File: src/rtl/mux_n_rr.sv
// N-channel registered mux with valid/ready handshakes, fixed or round-robin channel choice.
// Optional registered even-parity output enabled by defining MUX_N_RR_PARITY_EN.
module mux_n_rr #(
  parameter int unsigned W  = 4,
  parameter int unsigned N  = 4,
  parameter int unsigned SW = 2
) (
  input  logic            i_clk,
  input  logic            i_rst,
  input  logic [N*W-1:0]  i_in_data,
  input  logic [N-1:0]    i_in_valid,
  output logic [N-1:0]    o_in_ready,
  input  logic            i_mode,
  input  logic [SW-1:0]   i_select,
  output logic [W-1:0]    o_out_data,
  output logic [SW-1:0]   o_out_chan,
  output logic            o_out_valid,
  input  logic            i_out_ready
`ifdef MUX_N_RR_PARITY_EN
  ,
  output logic            o_out_par
`endif
);

  logic [SW-1:0] r_ptr;
  logic [SW-1:0] r_chan;
  logic [W-1:0]  r_data;
  logic          r_valid;

  logic          w_space;
  logic          w_gnt_vld;
  logic          w_xfer;
  logic [SW-1:0] w_gnt;
  logic [W-1:0]  w_gnt_data;

  assign w_space = !r_valid || i_out_ready;
  assign w_xfer  = w_space && w_gnt_vld;

  always_comb begin
    int unsigned v_idx;
    w_gnt_vld  = 1'b0;
    w_gnt      = '0;
    w_gnt_data = '0;
    v_idx      = 0;
    if (!i_mode) begin
      // Only in-range channels are compared, so an out-of-range select never grants.
      for (int unsigned c = 0; c < N; c++) begin
        if (i_select == SW'(c) && i_in_valid[c]) begin
          w_gnt_vld  = 1'b1;
          w_gnt      = SW'(c);
          w_gnt_data = i_in_data[c*W +: W];
        end
      end
    end else begin
      // Scan ptr+1 .. ptr (mod N); first requester wins, ptr itself is checked last.
      for (int unsigned k = 1; k <= N; k++) begin
        v_idx = (32'(r_ptr) + k) % N;
        for (int unsigned c = 0; c < N; c++) begin
          if (!w_gnt_vld && v_idx == c && i_in_valid[c]) begin
            w_gnt_vld  = 1'b1;
            w_gnt      = SW'(c);
            w_gnt_data = i_in_data[c*W +: W];
          end
        end
      end
    end
  end

  always_comb begin
    o_in_ready = '0;
    for (int unsigned c = 0; c < N; c++) begin
      o_in_ready[c] = w_xfer && (w_gnt == SW'(c));
    end
  end

  always_ff @(posedge i_clk) begin
    if (i_rst) begin
      r_data  <= '0;
      r_chan  <= '0;
      r_valid <= 1'b0;
      r_ptr   <= SW'(N - 1);
    end else begin
      if (w_xfer) begin
        r_data  <= w_gnt_data;
        r_chan  <= w_gnt;
        r_valid <= 1'b1;
        if (i_mode) begin
          r_ptr <= w_gnt;
        end
      end else if (i_out_ready) begin
        r_valid <= 1'b0;
      end
    end
  end

`ifdef MUX_N_RR_PARITY_EN
  logic r_par;

  always_ff @(posedge i_clk) begin
    if (i_rst) begin
      r_par <= 1'b0;
    end else if (w_xfer) begin
      r_par <= ^w_gnt_data;
    end
  end

  assign o_out_par = r_par;
`endif

  assign o_out_data  = r_data;
  assign o_out_chan  = r_chan;
  assign o_out_valid = r_valid;

endmodule

File: config.mk
export PLATFORM = sky130hd
export DESIGN_NAME = mux_n_rr
export DESIGN_NICKNAME = d
export VERILOG_FILES = /design/src/rtl/mux_n_rr.sv
export SDC_FILE = /design/constraint.sdc
export NUM_CORES = 1
export LEC_CHECK = 0
export BUFFER_PORTS_ARGS = -buffer_cell sky130_fd_sc_hd__buf_4
export CAP_MARGIN = 20
export CORE_ASPECT_RATIO = 1.1
export CORE_MARGIN = 3
export CORE_UTILIZATION = 40
export CTS_BUF_LIST = sky130_fd_sc_hd__clkbuf_8
export DETAILED_ROUTE_END_ITERATION = 8
export PLACE_DENSITY = 0.68
export SLEW_MARGIN = 20
export SYNTH_ARGS = -nofsm -noshare
export SYNTH_HDL_FRONTEND = slang
export SYNTH_SLANG_ARGS = --single-unit
File: constraint.sdc
create_clock -name i_clk -period 3.77 [get_ports i_clk]
set_input_delay 0.5655 -clock i_clk [delete_from_list [all_inputs] [get_ports i_clk]]
set_output_delay 0.5655 -clock i_clk [all_outputs]
set_load 0.02 [all_outputs]
# After elaboration in Yosys (flattened, before gate mapping)
# Index checks and enable logic that the tools add are counted.
[op_classes] n_addsub=4 shifts=0 multipliers=0 div_mod_pow=0 bitwise=0 eq_ne=18 n_mux=78 reduce_logical=65 n_lt_le_gt_ge=0
[ops] operator="logical NOT 32 bit" count=4
[ops] operator="2-to-1 mux 4 bit" count=21
[ops] operator="logical AND 1 bit" count=40
[ops] operator="2-to-1 mux 1 bit" count=40
[ops] operator="2-to-1 mux 2 bit" count=17
[ops] operator="equality test 2 bit (second input constant)" count=12
[ops] operator="logical NOT 1 bit" count=16
[ops] operator="equality test 2 x 1 -> 1 bit (second input constant)" count=6
[ops] operator="adder 2 x 1 -> 2 bit (second input constant)" count=2
[ops] operator="adder 2 bit (second input constant)" count=2
[ops] operator="logical NOT 2 bit" count=2
[ops] operator="AND reduction 2 bit" count=1
[ops] operator="nonzero test 2 bit" count=1
[ops] operator="logical OR 1 bit" count=1
[word_totals] latchBits=0 memories=0 ramBits=0 inputBits=26 mem_bits_ro=0 reg_bits=9 wordCells=169 output_inout_bits=11

# Logic depth before layout (Yosys ltp)
# Gate-level depths: netlist of run 1.
[logic_depth] ltp_word=82 mapped_depth=9 ltp_nobuf=6

# Worst setup path after synthesis of run 1
# Ideal clock, no wire load.
[synth_timing] kind="input -> output" start="in i_select[0]" end="out o_in_ready[0]" n_path_buf=2 path_slack_ns=1.206 stages=7 arrival_ns=1.999 cell_sequence="buf_6 mux4_2 mux2i_4 or2_1 buf_4 or2_4 nor2_1"
[synth_between] elab_chain_cells=9
[synth_rtl] item="start, declared" line_no="14" text="input logic [SW-1:0] i_select,"
[synth_rtl] item="logical NOT 2 bit" line_no="48" text="if (i_select == SW'(c) && i_in_valid[c]) begin"
[synth_rtl] item="logical AND 1 bit" line_no="48"
[synth_rtl] item="2-to-1 mux 1 bit (4 in series)" line_no="48"
[synth_rtl] item="2-to-1 mux 1 bit" line_no="45" text="if (!i_mode) begin"
[synth_rtl] item="logical AND 1 bit" line_no="37" text="assign w_xfer = w_space && w_gnt_vld;"
[synth_rtl] item="logical AND 1 bit (*)" line_no="72" text="o_in_ready[c] = w_xfer && (w_gnt == SW'(c));"
[synth_rtl] item="end, declared" line_no="12" text="output logic [N-1:0] o_in_ready,"
# Mark *: on every way between the ends. The rest lies on a longest branch, timed or not.

# Final worst setup path of run 1
[layout_timing] start="reg r_ptr[1]" end="out o_in_ready[0]"
[layout_between] elab_chain_cells=82
[layout_rtl] item="start, declared" line_no="25" text="logic [SW-1:0] r_ptr;"
[layout_rtl] item="start signal, assigned" line_no="81" text="r_ptr <= SW'(N - 1);"
[layout_rtl] item="start signal, assigned" line_no="88" text="r_ptr <= w_gnt;"
[layout_rtl] item="adder 2 x 1 -> 2 bit" line_no="57" text="v_idx = (32'(r_ptr) + k) % N;"
[layout_rtl] item="logical NOT 32 bit" line_no="59" text="if (!w_gnt_vld && v_idx == c && i_in_valid[c]) begin"
[layout_rtl] item="logical AND 1 bit" line_no="59"
[layout_rtl] item="2-to-1 mux 1 bit" line_no="59"
[layout_rtl] item="2-to-1 mux 1 bit" line_no="45"
[layout_rtl] item="logical NOT 1 bit" line_no="59"
[layout_rtl] item="logical AND 1 bit (2 in series)" line_no="59"
[layout_rtl] item="2-to-1 mux 1 bit" line_no="59"
[layout_rtl] item="[64 not listed]"
[layout_rtl] item="2-to-1 mux 1 bit" line_no="59"
[layout_rtl] item="2-to-1 mux 1 bit" line_no="45"
[layout_rtl] item="logical NOT 1 bit" line_no="59"
[layout_rtl] item="logical AND 1 bit (2 in series)" line_no="59"
[layout_rtl] item="2-to-1 mux 2 bit or 2-to-1 mux 1 bit (tied branches)" line_no="59"
[layout_rtl] item="2-to-1 mux 2 bit or 2-to-1 mux 1 bit (tied branches)" line_no="45"
[layout_rtl] item="logical NOT 2 bit or logical AND 1 bit (tied branches)" line_no="72, 37"
[layout_rtl] item="logical AND 1 bit (*)" line_no="72"
# Mark *: on every way between the ends. The rest lies on a longest branch, timed or not. The select of a mux whose other input is x is not followed.

==> results, run 1 <==
- The overall power of the completed layout is ~460 uW.
- The worst path uses 79.0% of the clock period.
- Counting every net in the synthesized netlist gives roughly 260.
- The sequential group share of total power is roughly a quarter.
- The synthesized instance count is roughly 230.
- The kind of cell with the highest combined delay along the critical path is flip-flops.
- The most common cell in the synthesized netlist is sky130_fd_sc_hd__nand2_1.
- The worst path arrival time is 2.41 ns.
- The total number of H-tree levels is 1.
- The critical setup path kind is reg -> out.
- The number of hold buffers added after cts is 0.
- The shortest period the worst path allows is between 2 and 3 ns.
- The count of flip-flops with a built-in enable after synthesis is 0.
- For this configuration, the core starts out at a cell density of 43.1%.
- Counting flops with an async set or reset pin after synthesis yields a share of 0%.
- Setup slack closes at 0.793 ns.
- The capture point of the worst reg-to-reg path is o_out_data[0]$_SDFFE_PP0P_.
- The floorplan step set the die height to between 70 and 80 um.
- The count of pins on the block boundary is 37.
- Setup violations remaining at the end of the flow were counted as 0.
- In the synthesized netlist, the cells that appear most often are 23 x sky130_fd_sc_hd__nand2_1, 19 x sky130_fd_sc_hd__a21oi_1, 16 x sky130_fd_sc_hd__nor2_1.
- The area growth from synthesis to layout is 15.6%.
- STA puts the critical path data required time at between 3 and 4 ns.
- The area fraction of the dominant cell type after synthesis is 11.1%.
- After clock tree synthesis, the clock-pin slew on the worst setup and hold paths is roughly 0.05 ns.
- TritonCTS built the clock tree.
- The global placer's final weighted congestion is around 1.0.
- The number of hold violations in the final report is 0.
- The worst min-delay path class is reg -> reg.
- Cell internal power was estimated by the tool at around 270 uW.
- The count of cells resized by post-cts repair is 0.
- The worst-case clock skew is ~0.0018 ns.
- The post-CTS setup-driven buffer insertion count is 0.
- The clock latency reported for the late side of the worst-skew pair is around 0.23 ns.
- The max-slew violation count is 0.
- The cell area that synthesis handed to floorplanning was between 0.0015 and 0.002 mm^2.
- The flow ran to the end, and the final reports show no timing, DRC or antenna violations.
- The register bit count reported by yosys is 9.
- The first-iteration detailed-routing DRC count is 181.
- In the final design database the tool counted 279 nets.
- The count of warnings emitted by yosys is 0.
- The HPWL reported at the end of detailed placement is 4070 um.
- The initial antenna violation count is 0.
- Net switching is 40.4% of the power.
- The share of final-layout standard cells stronger than drive strength 1 is between 20% and 30%.
- The die covers 0.00486 mm^2.
- Across all hold checks on the routed design, the worst slack comes to between 0.4 and 0.5 ns.
- Combinational logic burns 50.2% of the power.
- The worst hold path begins at o_out_data[3]$_SDFFE_PP0P_.
- The number of buffers on the longest clock path is 2.
- The total number of vias is roughly 2000.
- The largest single stage delay on the critical path is about 0.77 ns.
- The via count of the first global-routing pass is between 1500 and 2000.
- Counting the buffers created by CTS gives 3.
- The count of cells along the worst hold path is 2.
- The endpoint of the worst hold path is o_out_data[3]$_SDFFE_PP0P_.
- STA classifies the critical path startpoint as a flop.
- Before antenna repair, the detailed router went through 5 iterations.
- The first-pass GRT wire length is ~9000 um.
- The overall routed net length is about 5400 um.
- The root buffer cell chosen for the clock tree is sky130_fd_sc_hd__clkbuf_8.
- The length in cells of the worst reg-to-reg path is 7.
- The number of distinct library cells after synthesis is 68.
- The number of antenna diodes in the final layout is 0.
- STA classifies the critical path endpoint as an output port.
- The largest driver fanout on the critical path is 20.
- CTS saw 9 sinks.
- The number of max-cap violations is 0.
- The remaining antenna violation count after routing is 0.
- Summed over all cells, the static leakage comes to about 0.00075 uW.
- At the pin with the least slew margin, the transition time is slightly above 0.7 ns.
- The final core utilization is 49.9%.
- The floorplan die width is between 60 and 70 um.
- After detailed routing, the number of vias per cell comes to between 6 and 7.
- The dominant register cell in the synthesized netlist is sky130_fd_sc_hd__dfxtp_1.
- The signal on the critical path passes through inv_1 > o21ai_0 > o311ai_0 > a21o_1 > or2_4 > nor2_1 > buf_4.
- On the critical path, the stage with the largest delay is an instance of sky130_fd_sc_hd__dfxtp_1.
- Setup repair after global routing left no endpoint under its margin.
- In this run the register-to-register setup slack is ~1.5 ns.
- The pin count of the biggest net entering global routing is 33.
- IR analysis of the VDD net gives a maximum drop of around 150 uV.
- The count of input and output buffers is 36.
- In the routed design, unresolved DRC markers number 0.
- The startpoint identified for the worst register-to-register timing path is r_ptr[0]$_SDFFE_PP1P_.
- The average detailed-routed wire length per instance is around 18 um.
- The register area share after synthesis is between 10% and 20%.
- The filler cell count is 400.
- The total routing resource utilization after global routing is ~23%.
- The placeable core region is 0.00377 mm^2.
- The average size of a mapped cell is approximately 7.0 um^2.
- In this run, the clock network consumes roughly a quarter of the power.
- The worst setup slack before clock tree synthesis is about 1.0 ns.
- In the post-synthesis netlist, the biggest area contributors are sky130_fd_sc_hd__dfxtp_1 11%, sky130_fd_sc_hd__a21oi_1 5.9%, sky130_fd_sc_hd__nand2_1 5.3%.
- Summed over all instances, the cell type with the most area after synthesis is sky130_fd_sc_hd__dfxtp_1.
- The number of placement rows is 23.
- Measured against its own limit, the worst slew margin works out to between 50 and 60%.
- The power per cell area is around 240 mW/mm^2.
- Summed over all nets, the switching power comes to around 190 uW.
- Derived from the worst setup path, the maximum achievable clock frequency is 336 MHz.
- For the final routed database, the setup TNS stands at 0 ns.
- The remaining global-route overflow is 0.
- The total buffers and inverters traversed by the critical path is 2.
## cell usage in the layout, fill, tap and decap left out, drive strengths merged, types with 3 or more instances in the layout
| master | n |
|---|---|
| nor2b | 6 |
| or2 | 4 |
| a21oi | 19 |
| mux2i | 3 |
| a221oi | 6 |
| nand2 | 24 |
| and3 | 6 |
| and2 | 4 |
| nor2 | 18 |
| o211ai | 7 |
| nor3 | 10 |
| buf | 37 |
| nor4 | 3 |
| or4 | 5 |
| inv | 7 |
| nand3 | 12 |
| a211oi | 3 |
| o31ai | 3 |
| dfxtp | 9 |
| nand2b | 6 |
| o22ai | 3 |
| a31oi | 4 |
| o21ai | 14 |
| clkbuf | 3 |
## logic make-up after synthesis
group | after synthesis | share of synthesized area, %
AO/OA/AOI/OAI | 81 | 35.0
buffers and inverters | 27 | 9.62
flip-flops | 9 | 11.1
multiplexers | 7 | 7.01
AND/OR/NAND/NOR | 108 | 37.3
## power by group through the flow
stage                     logic [uW]  clock network, uW  registers, uW
after global placement           227                  0            121
after global routing             251                117            122
after detailed placement         227                  0            122
after CTS                        228                113            120
final                            231                109            120
after floorplan                  155                  0            123
## state kept, by name, summed over array words and instances, names as in the netlist
name	count
o_out_chan	2
o_out_data	4
o_out_valid	1
r_ptr	2
## tightest hold or removal path, stage by stage, from the launching register on
cell and delay, ns:
sky130_fd_sc_hd__dfxtp_1 0.30, sky130_fd_sc_hd__nand2_1 0.05, sky130_fd_sc_hd__a31oi_1 0.07
## metrics by stage
stage | cells | instance area, um^2
after floorplan | 232 | 1630
after global placement | 298 | 1830
after detailed placement | 298 | 1830
after CTS | 302 | 1880
after global routing | 302 | 1880
final | 302 | 1880
## how the worst max path moves through the flow
stage / from / endpoint / slack, ns / cells after the start
after floorplan: i_select[0] / o_in_ready[0] / 1.21 / 7
after global placement: i_in_valid[0] / o_in_ready[0] / 1.08 / 7
after detailed placement: i_in_valid[0] / o_in_ready[0] / 1.04 / 7
after CTS: r_ptr[1]$_SDFFE_PP1P_ / o_in_ready[0] / 0.83 / 7
after global routing: r_ptr[1]$_SDFFE_PP1P_ / o_in_ready[0] / 0.59 / 7
final: r_ptr[1]$_SDFFE_PP1P_ / o_in_ready[0] / 0.79 / 7
## final cells by class
type	count	area (um^2)	area share, %
timing repair buffer	37	278	14.8
clock inverter	1	3.75	0.200
tap	50	62.6	3.33
clock buffer	3	41.3	2.20
multi-input combinational	196	1290	68.6
inverter	6	25.0	1.33
sequential	9	180	9.59
## layer usage
layer | part of all wire, % | global-route usage [%] | vias up | wire length [um]
li1 | - | - | 935 | -
met1 | 42 | 33.3 | 895 | 2300
met2 | 43 | 34.7 | 136 | 2350
met3 | 11 | 4.16 | 16 | 590
met4 | 3.5 | 6.55 | 0 | 189
met5 | 0 | 0 | - | 0
(Power assumes the default switching activity.)
==> run 2: changes to the inputs <==
Clock period 3.77 ns to 3.1 ns, I/O delays scaled along.
==> results, run 2 (synthesis results as in run 1) <==
- The flow ran to the end, and the final reports show no timing, DRC or antenna violations.
- The first-pass detailed-route iteration total is 5 (unchanged).
- The floorplan die width is 66.8 um (unchanged).
- The register-to-register setup slack is 0.73 ns (-0.73 ns).
- The post-CTS setup-driven buffer insertion count is 0 (unchanged).
- The startpoint type of the worst setup path is a flop.
- The pin count of the biggest net entering global routing came to 33 (unchanged).
- TritonCTS built the clock tree.
- The placeable core region is 0.00377 mm^2 (unchanged).
- The count of cells resized by post-cts repair was 0 (unchanged).
- The cell sitting at the root of the clock tree is a sky130_fd_sc_hd__clkbuf_8.
- The count of pins on the block boundary is 37 (unchanged).
- The area of the die came to 0.00486 mm^2 (unchanged).
- The total buffers and inverters traversed by the critical path was 1 (-1).
- The critical path goes through nor2b_1 > o21ai_0 > o311ai_0 > a21o_1 > or2_4 > nor2_1 > buf_4.
- The initial core utilization was 43.1% (unchanged).
- The TritonCTS buffer count is 3 (unchanged).
- The max-slew violation count is 0 (unchanged).
- The worst min-delay path class is in -> reg.
- The setup path with the least slack is of type reg -> out.
- The count of placed standard cells in the final layout, fillers left out is 304 (+0.66%).
- The critical path required time was 2.63 ns (-0.57 ns).
- STA classifies the critical path endpoint as an output port.
- The number of hold buffers added after cts was 0 (unchanged).
- The count of clock tree sinks is 9 (unchanged).
- The sum of negative setup slack was 0 ns (unchanged).
- The slew of the pin with the lowest slew margin was 0.515 ns (-0.198 ns).
- The power per cell area came to 299 mW/mm^2 (+22%).
- The clock latency reported for the late side of the worst-skew pair is 0.23 ns (about the same).
- The count of input and output buffers was 36 (unchanged).
- The overall routed net length is 5680 um (+4.6%).
- On the critical path, the stage with the largest delay is an instance of sky130_fd_sc_hd__dfxtp_1.
- The die outline height is 72.9 um (unchanged).
- The average detailed-routed wire length per instance came to 18.7 um (+4.0%).
- The remaining antenna violation count after routing is 0 (unchanged).
- The number of antenna diodes was 0 (unchanged).
- The initial antenna violation count is 0 (unchanged).
- The via count of the first global-routing pass is 1776 (+0.51%).
- The number of placement rows is 23 (unchanged).
- From synthesis to final layout, the design area changed by 16.6%.
- The worst slew margin relative to its limit is 65.2% (+13 points).
- The leakage dissipation is 0.000757 uW (+1.2%).
- The delay of the slowest cell on the worst path was 0.62 ns (-0.15 ns).
- The number of hold violations in the final report is 0 (unchanged).
- The worst path setup slack after routing is 0.457 ns (-0.336 ns).
- The share of final-layout standard cells stronger than drive strength 1 is 23.6% (+0.61 points).
- The shortest period the worst path allows is roughly 2.6 ns.
- The net total in the final layout is 281 (+0.72%).
- The clock transition at the register clock pins on the worst setup and hold paths after CTS is 0.05 ns (about the same).
- The HPWL reported at the end of detailed placement is 4260 um (+4.6%).
- The global placer's final weighted congestion is 1.00 (-4.1%).
- The largest driver fanout on the critical path came to 14 (-30%).
- The total number of vias is 2008 (+1.3%).
- The portion of the clock cycle consumed by the worst path in the final layout is 85.3%.
- The setup violation total in the final timing report came to 0 (unchanged).
- The number of design rule violations left after detail routing is 0 (unchanged).
- Setup repair after global routing left no endpoint under its margin.
- The peak clock frequency supported by timing is ~380 MHz.
- The worst-case clock skew came to 0.00400 ns (+0.00224 ns).
- The first-pass GRT wire length is 8960 um (+2.2%).
- The remaining global-route overflow is 0 (unchanged).
- The worst setup slack before clock tree synthesis is 0.545 ns (-0.499 ns).
- The number of max-cap violations came to 0 (unchanged).
- The number of flip-flops under the largest register name is 4 (unchanged).
- The total routing resource utilization after global routing is 23.8% (+0.76 points).
- Leaving out fill and tap cells, the most frequent cells in the layout are 39 x sky130_fd_sc_hd__buf_4, 23 x sky130_fd_sc_hd__nand2_1, 19 x sky130_fd_sc_hd__a21oi_1.
- The family with the most delay on the worst path is compound AO/OA/AOI/OAI gates.
- The number of instances in the placed design is 300 (+0.67%).
- The first-iteration detailed-routing DRC count is 201 (+11%).
- The worst path arrival time is 2.18 ns (-0.23 ns).
- The filler cell count was 386 (-3.5%).
- The total number of H-tree levels is 1 (unchanged).
- The average via count per standard cell is 6.61 (+0.65%).
- The most common cell after layout, fill and taps aside is sky130_fd_sc_hd__buf_4.
- The maximum VDD drop came to 240 uV (+65%).
- The number of buffers on the longest clock path is 2 (unchanged).
-- run 2: metrics by stage --
stage	area, um^2	total power (uW)	utilization, %	hold slack (ns)
finish	1890	566	50.2	0.450
global placement	1850	431	49.1	0.464
detailed placement	1850	431	49.1	0.461
CTS	1890	565	50.2	0.446
floorplan	1630	338	-	0.531
global route	1890	601	50.2	0.454
-- run 2: per-layer routing --
layer | vias to the layer above | routed length (um) | GRT usage [%]
li1 | 946 | - | -
met2 | 142 | 2650 | 40.1
met1 | 910 | 2250 | 31.5
met3 | 10 | 695 | 4.78
met4 | 0 | 83 | 4.51
met5 | - | 0 | 0
-- run 2: report_power, final --
| part | switching (uW) | total, uW | internal [uW] |
|---|---|---|---|
| combinational | 173 | 294 | 121 |
| sequential | 10.6 | 140 | 129 |
| clock | 46.0 | 132 | 86.2 |
-- run 2: final timing paths --
check | start | endpoint | cells after the start
worst max-delay path | r_ptr[0]$_SDFFE_PP1P_ | o_in_ready[0] | 7
worst min-delay path | i_rst | o_out_valid$_SDFFE_PP0P_ | 2
worst max register to register | r_ptr[0]$_SDFFE_PP1P_ | o_out_data[0]$_SDFFE_PP0P_ | 7
worst min register to register | o_out_data[3]$_SDFFE_PP0P_ | o_out_data[3]$_SDFFE_PP0P_ | 2
-- run 2: worst register-to-register path, stage by stage (launching register included) --
cell and delay [ns]:
sky130_fd_sc_hd__dfxtp_1 0.62, sky130_fd_sc_hd__buf_4 0.29, sky130_fd_sc_hd__nor3b_1 0.10, sky130_fd_sc_hd__nand3_1 0.19
sky130_fd_sc_hd__nand2_1 0.09, sky130_fd_sc_hd__or4_1 0.54, sky130_fd_sc_hd__a21oi_1 0.24, sky130_fd_sc_hd__o221a_1 0.23
-- run 2: cell type report --
class	instances	area [um^2]	share of cell area (%)
multi-input combinational	196	1290	68.0
clock buffer	3	41.3	2.18
clock inverter	1	3.75	0.198
inverter	6	25.0	1.32
timing repair buffer	39	293	15.5
tap	50	62.6	3.30
sequential	9	180	9.51
==> run 3: changes to the inputs <==
Settings changed: CAP_MARGIN 20 to 40, CELL_PAD_IN_SITES_DETAIL_PLACEMENT set to 1, CELL_PAD_IN_SITES_GLOBAL_PLACEMENT set to 1, PLACE_DENSITY 0.68 to 0.89.
Clock period 3.1 ns to 2.6 ns, I/O delays scaled along.
==> results, run 3 (synthesis results as in run 1) <==
- The register-to-register setup slack is 0.35 ns (-0.38 ns).
- The number of hold buffers added after cts is 0 (unchanged).
- The flow ran to the end, and the final reports show no timing, DRC or antenna violations.
- The share of final-layout standard cells stronger than drive strength 1 is 26.7% (+3.1 points).
- The floorplan die width is 66.8 um (unchanged).
- The HPWL reported at the end of detailed placement is 4800 um (+13%).
- The length in cells of the worst reg-to-reg path is 7 (unchanged).
- The slew of the pin with the lowest slew margin is 0.526 ns (+0.0107 ns).
- The count of input and output buffers is 36 (unchanged).
- The total routing resource utilization after global routing is 27.8% (+4.0 points).
- The net total in the final layout came to 289 (+2.8%).
- The peak clock frequency supported by timing is between 400 and 500 MHz.
- The setup violation total in the final timing report is 0 (unchanged).
- The number of max-cap violations is 0 (unchanged).
- For the finished layout, the period the worst path requires is roughly 2.5 ns.
- The pin count of the biggest net entering global routing is 28 (-15%).
- In the layout the commonest cells are 47 x sky130_fd_sc_hd__buf_4, 23 x sky130_fd_sc_hd__nand2_1, 19 x sky130_fd_sc_hd__a21oi_1.
- The worst path setup slack after routing is 0.148 ns (-0.309 ns).
- The number of flip-flops under the largest register name is 4 (unchanged).
- The endpoint of the worst hold path is o_out_data[2]$_SDFFE_PP0P_.
- The count of clock tree sinks was 9 (unchanged).
- The overall routed net length is 6640 um (+17%).
- The count of placed standard cells in the final layout, fillers left out is 312 (+2.6%).
- The clock transition at the register clock pins on the worst setup and hold paths after CTS is 0.05 ns (about the same).
- The total number of vias came to 2114 (+5.3%).
- STA classifies the critical path startpoint as a flop.
- The number of hold violations in the final report is 0 (unchanged).
- The worst min-delay path class is in -> reg.
- The leakage dissipation is 0.000789 uW (+4.2%).
- The cell family contributing the most delay on the critical path is compound AO/OA/AOI/OAI gates.
- The overall power of the completed layout is 713 uW (+26%).
- The worst register-to-register path ends at o_out_data[2]$_SDFFE_PP0P_.
- The total buffers and inverters traversed by the critical path is 2 (+1).
- The largest driver fanout on the critical path is 7 (-7).
- The area growth from synthesis to layout is 20.6%.
- The count of pins on the block boundary is 37 (unchanged).
- The delay of the slowest cell on the worst path was 0.53 ns (-0.09 ns).
- The number of antenna diodes came to 0 (unchanged).
- The first-pass GRT wire length came to 10400 um (+16%).
- The remaining global-route overflow is 0 (unchanged).
- The worst-case clock skew is 0.00125 ns (-0.00276 ns).
- The worst slew margin relative to its limit is 64.5% (-0.72 points).
- The average via count per standard cell came to 6.78 (+2.6%).
- The number of buffers on the longest clock path came to 2 (unchanged).
- The remaining antenna violation count after routing is 0 (unchanged).
- The root buffer selected by CTS is sky130_fd_sc_hd__clkbuf_8.
- The worst setup slack before clock tree synthesis is 0.362 ns (-0.183 ns).
- The first-pass detailed-route iteration total is 5 (unchanged).
- The startpoint of the most critical register-to-register path is r_ptr[1]$_SDFFE_PP1P_.
- The maximum VDD drop was 155 uV (-36%).
- The sum of negative setup slack was 0 ns (unchanged).
- The worst path arrival time came to 2.06 ns (-0.12 ns).
- The power per cell area is 364 mW/mm^2 (+22%).
- The number of placement rows is 23 (unchanged).
- The critical path required time is 2.21 ns (-0.42 ns).
- The most common cell after layout, fill and taps aside is sky130_fd_sc_hd__buf_4.
- The clock latency reported for the late side of the worst-skew pair was 0.24 ns (about the same).
- The number of instances in the placed design was 306 (+2.0%).
- For this design, the slowest cell found on the critical path is sky130_fd_sc_hd__dfxtp_1.
- The critical path in this run is classified as reg -> out.
- The total number of H-tree levels is 1 (unchanged).
- In this run the most critical hold path is launched from i_rst.
- The placeable core region is 0.00377 mm^2 (unchanged).
- The global placer's final weighted congestion is 1.07 (+6.6%).
- The clock tree from TritonCTS is done.
- Of the available clock period, the critical path in the final layout requires around 94%.
- The max-slew violation count is 0 (unchanged).
- The number of design rule violations left after detail routing was 0 (unchanged).
- STA classifies the critical path endpoint as an output port.
- The die outline height came to 72.9 um (unchanged).
- The area of the die is 0.00486 mm^2 (unchanged).
- The via count of the first global-routing pass is 2015 (+13%).
- The TritonCTS buffer count was 3 (unchanged).
- The initial core utilization came to 43.1% (unchanged).
- The count of cells along the worst hold path was 2 (unchanged).
- The average detailed-routed wire length per instance was 21.3 um (+14%).
- The first-iteration detailed-routing DRC count is 236 (+17%).
- Traced cell by cell, the critical path runs through clkinvlp_4 > o21ai_0 > o311ai_0 > a21o_1 > or2_4 > nor2_1 > buf_4.
- The initial antenna violation count is 0 (unchanged).
run 3: cell types whose count changed in the layout (fill, tap and decap cells not counted), sizes merged:
cell	delta
buf	+8
clkinvlp	+1
inv	-1
run 3: how the worst max path moves through the flow:
stage | startpoint | endpoint | slack, ns | depth (start not counted)
detailed placement | i_in_valid[1] | o_in_ready[0] | 0.36 | 8
global route | r_ptr[1]$_SDFFE_PP1P_ | o_in_ready[1] | -0.02 | 8
CTS | r_ptr[0]$_SDFFE_PP1P_ | o_in_ready[0] | 0.14 | 7
global placement | i_in_valid[0] | o_in_ready[0] | 0.40 | 7
floorplan | i_select[0] | o_in_ready[0] | 0.39 | 7
finish | r_ptr[1]$_SDFFE_PP1P_ | o_in_ready[0] | 0.15 | 7
run 3: timing repair:
item                       4_1_cts  5_1_grt
setup endpoints to repair        0        2
setup buffers                    0        2
resized for setup                0        2
run 3: per-stage QoR:
step | instance area, um^2 | hold slack, ns | util [%]
global placement | 1890 | 0.455 | 50.2
finish | 1960 | 0.369 | 52.0
global route | 1960 | 0.368 | 52.0
floorplan | 1630 | 0.459 | -
detailed placement | 1890 | 0.460 | 50.2
CTS | 1940 | 0.368 | 51.4
run 3: power by group:
part           switching (uW)  total (uW)  internal, uW
clock                    65.7         170           104
combinational             216         372           156
sequential               17.6         172           154
total                     300         713           414
run 3: routing by layer:
layer | vias up | global-route usage [%] | routed length (um)
li1 | 958 | - | -
met1 | 1011 | 38.5 | 2750
met2 | 130 | 45.0 | 3180
met3 | 15 | 3.39 | 571
met4 | 0 | 8.13 | 147
met5 | - | 0 | 0
run 3: final cells by class:
class	count	area [um^2]
clock buffer	3	41.3
timing repair buffer	47	353
multi-input combinational	196	1290
inverter	6	28.8
fill	513	1810
tap	50	62.6
sequential	9	181
clock inverter	1	3.75
run 3: worst reg2reg max path, cell delays in order, from the launching register on:
cell	delay (ns)
sky130_fd_sc_hd__dfxtp_1	0.53
sky130_fd_sc_hd__buf_4	0.27
sky130_fd_sc_hd__nand2b_1	0.27
sky130_fd_sc_hd__nor3_1	0.14
sky130_fd_sc_hd__or4_1	0.54
sky130_fd_sc_hd__a21oi_1	0.18
sky130_fd_sc_hd__o21ai_1	0.12
sky130_fd_sc_hd__a21oi_1	0.14
